File: src/rtl/ptp_irq_ctrl.sv
// Interrupt controller for the xge-ptpv2 core: per-source edge/level capture into
// sticky W1C status, masked into one registered line with a re-assertion holdoff.

module ptp_irq_src #(
    parameter int SYNC_STAGES = 2
) (
    input  logic clk,
    input  logic rst_n,
    input  logic src,
    input  logic level_mode,
    input  logic set_req,
    input  logic clr_req,
    output logic raw,
    output logic status
);
    logic [SYNC_STAGES-1:0] chain;
    logic                   prev;
    logic                   rise;
    logic                   set;

    assign raw  = chain[SYNC_STAGES-1];
    assign rise = raw & ~prev;
    assign set  = (level_mode ? raw : rise) | set_req;

    // A set condition in the same cycle as a clear keeps the bit.
    always_ff @(posedge clk or negedge rst_n) begin
        if (!rst_n) begin
            chain  <= '0;
            prev   <= 1'b0;
            status <= 1'b0;
        end else begin
            chain  <= {chain[SYNC_STAGES-2:0], src};
            prev   <= raw;
            status <= set | (status & ~clr_req);
        end
    end
endmodule

module ptp_irq_ctrl #(
    parameter int                  NUM_SRC       = 3,
    parameter int                  SYNC_STAGES   = 2,
    parameter logic [31:0]         INT_BASE_ADDR = 32'h300,
    parameter logic [NUM_SRC-1:0]  MASK_RST      = {NUM_SRC{1'b1}}
) (
    input  logic               bus2ip_clk,
    input  logic               bus2ip_rst_n,
    input  logic [31:0]        bus2ip_addr_i,
    input  logic [31:0]        bus2ip_data_i,
    input  logic               bus2ip_rd_ce_i,
    input  logic               bus2ip_wr_ce_i,
    output logic [31:0]        ip2bus_data_o,
    input  logic [NUM_SRC-1:0] int_src_i,
    output logic               int_ptp_o
);
    localparam logic [31:0] A_STATUS  = INT_BASE_ADDR;
    localparam logic [31:0] A_MASK    = INT_BASE_ADDR + 32'd1;
    localparam logic [31:0] A_TYPE    = INT_BASE_ADDR + 32'd2;
    localparam logic [31:0] A_RAW     = INT_BASE_ADDR + 32'd3;
    localparam logic [31:0] A_PENDING = INT_BASE_ADDR + 32'd4;
    localparam logic [31:0] A_SET     = INT_BASE_ADDR + 32'd5;
    localparam logic [31:0] A_HOLDOFF = INT_BASE_ADDR + 32'd6;

    logic [NUM_SRC-1:0] status;
    logic [NUM_SRC-1:0] mask;
    logic [NUM_SRC-1:0] level_mode;
    logic [NUM_SRC-1:0] raw;
    logic [NUM_SRC-1:0] pending;
    logic [15:0]        holdoff;
    logic [15:0]        cnt;
    logic               wr_status;
    logic               wr_mask;
    logic               wr_type;
    logic               wr_set;
    logic               wr_holdoff;
    logic [31:0]        rdata;
    logic               data_unused;

    assign data_unused = &{1'b0, bus2ip_data_i[31:16]};

    assign wr_status  = bus2ip_wr_ce_i && (bus2ip_addr_i == A_STATUS);
    assign wr_mask    = bus2ip_wr_ce_i && (bus2ip_addr_i == A_MASK);
    assign wr_type    = bus2ip_wr_ce_i && (bus2ip_addr_i == A_TYPE);
    assign wr_set     = bus2ip_wr_ce_i && (bus2ip_addr_i == A_SET);
    assign wr_holdoff = bus2ip_wr_ce_i && (bus2ip_addr_i == A_HOLDOFF);

    assign pending = status & mask;

    for (genvar i = 0; i < NUM_SRC; i++) begin : g_src
        ptp_irq_src #(
            .SYNC_STAGES (SYNC_STAGES)
        ) u_src (
            .clk        (bus2ip_clk),
            .rst_n      (bus2ip_rst_n),
            .src        (int_src_i[i]),
            .level_mode (level_mode[i]),
            .set_req    (wr_set & bus2ip_data_i[i]),
            .clr_req    (wr_status & bus2ip_data_i[i]),
            .raw        (raw[i]),
            .status     (status[i])
        );
    end

    always_ff @(posedge bus2ip_clk or negedge bus2ip_rst_n) begin
        if (!bus2ip_rst_n) begin
            mask       <= MASK_RST;
            level_mode <= '0;
            holdoff    <= '0;
        end else begin
            if (wr_mask)    mask       <= bus2ip_data_i[NUM_SRC-1:0];
            if (wr_type)    level_mode <= bus2ip_data_i[NUM_SRC-1:0];
            if (wr_holdoff) holdoff    <= bus2ip_data_i[15:0];
        end
    end

    // Holdoff starts when an asserted line loses its last pending bit; a
    // HOLDOFF write only affects the next load, never a running count.
    always_ff @(posedge bus2ip_clk or negedge bus2ip_rst_n) begin
        if (!bus2ip_rst_n) begin
            cnt       <= '0;
            int_ptp_o <= 1'b0;
        end else begin
            if (int_ptp_o && (pending == '0)) cnt <= holdoff;
            else if (cnt != 16'd0)            cnt <= cnt - 16'd1;
            int_ptp_o <= (|pending) && (cnt == 16'd0);
        end
    end

    always_comb begin
        rdata = 32'h0;
        if (bus2ip_rd_ce_i) begin
            case (bus2ip_addr_i)
                A_STATUS:  rdata = 32'(status);
                A_MASK:    rdata = 32'(mask);
                A_TYPE:    rdata = 32'(level_mode);
                A_RAW:     rdata = 32'(raw);
                A_PENDING: rdata = 32'(pending);
                A_HOLDOFF: rdata = {16'h0, holdoff};
                default:   rdata = 32'h0;
            endcase
        end
    end

    assign ip2bus_data_o = rdata;
endmodule

File: config.mk
export PLATFORM = sky130hd
export DESIGN_NAME = ptp_irq_ctrl
export DESIGN_NICKNAME = d
export VERILOG_FILES = /design/src/rtl/ptp_irq_ctrl.sv
export SDC_FILE = /design/constraint.sdc
export NUM_CORES = 1
export LEC_CHECK = 0
export CAP_MARGIN = 10
export CORE_ASPECT_RATIO = 0.75
export CORE_UTILIZATION = 48
export CTS_CLUSTER_SIZE = 20
export DETAILED_ROUTE_END_ITERATION = 10
export PLACE_DENSITY_LB_ADDON = 0.1
export SLEW_MARGIN = 20
export SYNTH_ARGS = -nofsm -noshare
export SYNTH_HDL_FRONTEND = slang
export SYNTH_SLANG_ARGS = --single-unit
File: constraint.sdc
create_clock -name bus2ip_clk -period 7.9 [get_ports bus2ip_clk]
set_input_delay 2.37 -clock bus2ip_clk [delete_from_list [all_inputs] [get_ports bus2ip_clk]]
set_output_delay 2.37 -clock bus2ip_clk [all_outputs]
set_load 0.05 [all_outputs]
==> impl_metrics.csv <==
group,metric,value,unit
timing,finalWorstPathRequiredPeriod,7130,ps
worst_setup_path,critPathCaptureType,"primary output",
timing,worst_hold_slack,362,ps
clocking,cts_buffers,5,
timing,slew_headroom,0.444,
routing,detail-route-antenna-nets,0,
logic_synthesis,share_of_synthesized_area_occupied_by_flip_flops_and_latches,0.456,
floorplanning,floorplan.die.width,90.3,µm
logic_synthesis,synth_area_leader_cell,"sky130_fd_sc_hd__dfrtp_1",
logic_synthesis,synthCells,263,
worst_setup_path,worst-endpoint-arrival,4760,ps
worst_setup_path,timing.rr.end,"cnt[8]",
global_route,first_global_vias,2144,
hold_path,whs_endpoint,"g_src[0].u_src.chain[1]",
worst_setup_path,reg2reg_setup_slack,5640,ps
logic_synthesis,synth.distinct_cells,51,
hold_path,min-delay-path-class,"flip-flop to flip-flop",
final_layout,fill_cells,433,
logic_synthesis,synth_common_cells,"48 x sky130_fd_sc_hd__dfrtp_1, 19 x sky130_fd_sc_hd__nand2_1, 16 x sky130_fd_sc_hd__buf_4",
logic_synthesis,synth-main-ff-cell,"sky130_fd_sc_hd__dfrtp_1",
clocking,clock_sink_count,51,
floorplanning,dieArea,6150,µm²
global_route,grtUsageTotal,0.226,
placed_design,globalplace.congestion,0.854,
worst_setup_path,worst_r2r_path_depth,6,
timing,final_max_slew_viol_count,0,
global_route,grt_remaining_overflow,0,
final_layout,area.growth.synth_to_final,33.8,%
global_route,grt_first_pass_wirelength,10.6,mm
clocking,postCtsSetupBuffers,0,
worst_setup_path,worst_ep_required_time,5530,ps
timing,clock_skew,7.43,ps
logic_synthesis,synth-async-reset-ratio,1.00,
logic_synthesis,synth.top_cells.by_area,"sky130_fd_sc_hd__dfrtp_1 43%, sky130_fd_sc_hd__mux2_2 5.6%, sky130_fd_sc_hd__buf_4 4.3%, sky130_fd_sc_hd__mux2_1 4.0%, sky130_fd_sc_hd__and2_1 3.1%",
logic_synthesis,synth_largest_type_area_fraction,0.428,
floorplanning,coreArea,5500,µm²
global_route,grt_max_degree,52,
timing,hold_violations,0,
routing,drtPass1Iterations,4,
worst_setup_path,timing.setup.critical_path_class,"input port to primary output",
final_layout,finish.utilization,0.682,
routing,dr_total_vias,2244,
clocking,h-tree-depth,2,
routing,routedWlPerCell,15.8,µm
placed_design,port_buffers,71,
logic_synthesis,ys_seq_elements,51,
timing,setup-violations-final,0,
placed_design,dp_hpwl,4.84,mm
global_route,initial_antenna_violation_count,0,
timing,setup_repair_after_global_routing_missed_its_margin,"no",
clocking,clock-root-buffer,"sky130_fd_sc_hd__clkbuf_8",
clocking,clock_path_buffers,2,
final_layout,antenna_cells_inserted,0,
timing,worstMarginPinSlew,826,ps
pwr,power-per-cell-area,147,nW/µm²
pwr,total_leakage_power,0.00173,µW
routing,detail_route.iter0.violations,144,
logic_synthesis,synth_enable_flop_cells,0,
status,run_status,"finished clean",
final_layout,nets,408,
worst_setup_path,critical_path.max_fanout,9,
floorplanning,floorplan.rows,23,
timing,tns,0,ps
clocking,cts_resized,0,
clocking,cts-hold-fix-buffers,0,
logic_synthesis,syn_area,2800,µm²
hold_path,min_path_cells,0,
clocking,cts.reportedPaths.clkPinSlew,90,ps
timing,layout_worst_path_cycle_share,0.903,
pwr,vdd_ir_drop_max,92.8,µV
routing,drcViolationCount,0,
worst_setup_path,worstReg2RegStart,"cnt[0]",
logic_synthesis,yosys_warnings,0,
floorplanning,initial_utilization,0.510,
floorplanning,ios,104,
logic_synthesis,synth_most_common_cell,"sky130_fd_sc_hd__dfrtp_1",
final_layout,layout-drive-gt1-share,0.158,
clocking,clock_latency_late_sink,300,ps
routing,route.final.wire_length,6.48,mm
worst_setup_path,worst_setup_path_start_kind,"input port",
timing,maxClockFrequency,140,MHz
logic_synthesis,synth.avg_cell_area,10.7,µm²
clocking,cts_tree,"yes",
run,max_cap_viol_count,0,
hold_path,min_from,"g_src[0].u_src.chain[0]",
floorplanning,die_height,68.2,µm
routing,via_per_inst,5.46,
-- layout by cell type, fill, tap and decap left out, types with 4 or more instances in the layout --
cell type                         count
sky130_fd_sc_hd__clkdlybuf4s50_1     57
sky130_fd_sc_hd__dfrtp_1             48
sky130_fd_sc_hd__nand2_1             19
sky130_fd_sc_hd__conb_1              16
sky130_fd_sc_hd__o21ai_0             15
sky130_fd_sc_hd__mux2_2              14
sky130_fd_sc_hd__and2_1              14
sky130_fd_sc_hd__buf_12              13
sky130_fd_sc_hd__nor2_1              12
sky130_fd_sc_hd__mux2_1              10
sky130_fd_sc_hd__a21oi_1              7
sky130_fd_sc_hd__mux2i_1              7
sky130_fd_sc_hd__nor4_1               6
sky130_fd_sc_hd__nand3_1              6
sky130_fd_sc_hd__inv_1                5
sky130_fd_sc_hd__nand4b_1             5
sky130_fd_sc_hd__a31oi_1              5
sky130_fd_sc_hd__clkbuf_8             5
sky130_fd_sc_hd__nor4_2               4
sky130_fd_sc_hd__or3_1                4
sky130_fd_sc_hd__xor2_1               4
-- worst max path at each step --
| stage | cells after the start | to | start | slack, ps |
|---|---|---|---|---|
| 2_1_floorplan | 5 | ip2bus_data_o[10] | bus2ip_addr_i[20] | 1500 |
| 3_3_place_gp | 6 | ip2bus_data_o[0] | bus2ip_addr_i[28] | 820 |
| 3_5_place_dp | 6 | ip2bus_data_o[0] | bus2ip_addr_i[28] | 760 |
| 4_1_cts | 6 | ip2bus_data_o[0] | bus2ip_addr_i[28] | 770 |
| 5_1_grt | 6 | ip2bus_data_o[0] | bus2ip_addr_i[17] | 680 |
| 6_report | 6 | ip2bus_data_o[0] | bus2ip_addr_i[28] | 770 |
-- critical path: stages --
cell	delay [ps]
sky130_fd_sc_hd__clkdlybuf4s50_1	410
sky130_fd_sc_hd__nor4b_2	300
sky130_fd_sc_hd__nand4_2	320
sky130_fd_sc_hd__nor2_1	350
sky130_fd_sc_hd__o211a_1	200
sky130_fd_sc_hd__clkdlybuf4s50_1	810
-- metal layers --
| metal | global-route usage | vias up | wire, µm |
|---|---|---|---|
| met5 | 0 | - | 0 |
| met4 | 0.0464 | 0 | 27 |
| met3 | 0.0444 | 2 | 380 |
| met2 | 0.351 | 70 | 2850 |
| met1 | 0.330 | 1087 | 3220 |
| li1 | - | 1085 | - |
-- stage by stage --
stage	instance area, µm²	total power, µW	instances	setup slack, ps
after floorplan	2860	366	278	1500
after global routing	3750	581	411	678
final	3750	553	411	767
after detailed placement	3650	407	402	764
after CTS	3740	556	410	775
after global placement	3650	402	402	822
-- power breakdown --
group | total (µW) | switching, µW | internal, µW
Sequential | 275 | 4.33 | 271
Combinational | 127 | 68.4 | 58.9
Clock | 150 | 86.6 | 63.8
-- state kept, by name, summed over array words and instances, names as in the netlist --
signal and flops:
cnt 16, holdoff 16, g_src.u_src.chain 6, g_src.u_src.prev 3, g_src.u_src.status 3, level_mode 3, mask 3, int_ptp_o 1
-- layout make-up --
| class | count | area [µm²] | share of cell area |
|---|---|---|---|
| inverters | 5 | 18.8 | 0.00500 |
| multi-input cells | 197 | 1400 | 0.373 |
| clock inverters | 2 | 17.5 | 0.00467 |
| well taps | 75 | 93.8 | 0.0250 |
| clock buffers | 6 | 72.6 | 0.0193 |
| repair buffers | 75 | 870 | 0.232 |
| flip-flops and latches | 51 | 1280 | 0.341 |
-- cell families (layout without fill, tap and decap cells) --
group	Yosys count	after routing	share of synthesized area
flops	51	51	0.456
other cells	1	16	0.00134
buf+inv	30	88	0.0647
simple gates	96	96	0.223
fa+ha+maj	2	2	0.00892
mux	31	31	0.121
compound gates	46	46	0.105
xor+xnor	6	6	0.0187
(Power assumes the default switching activity.)
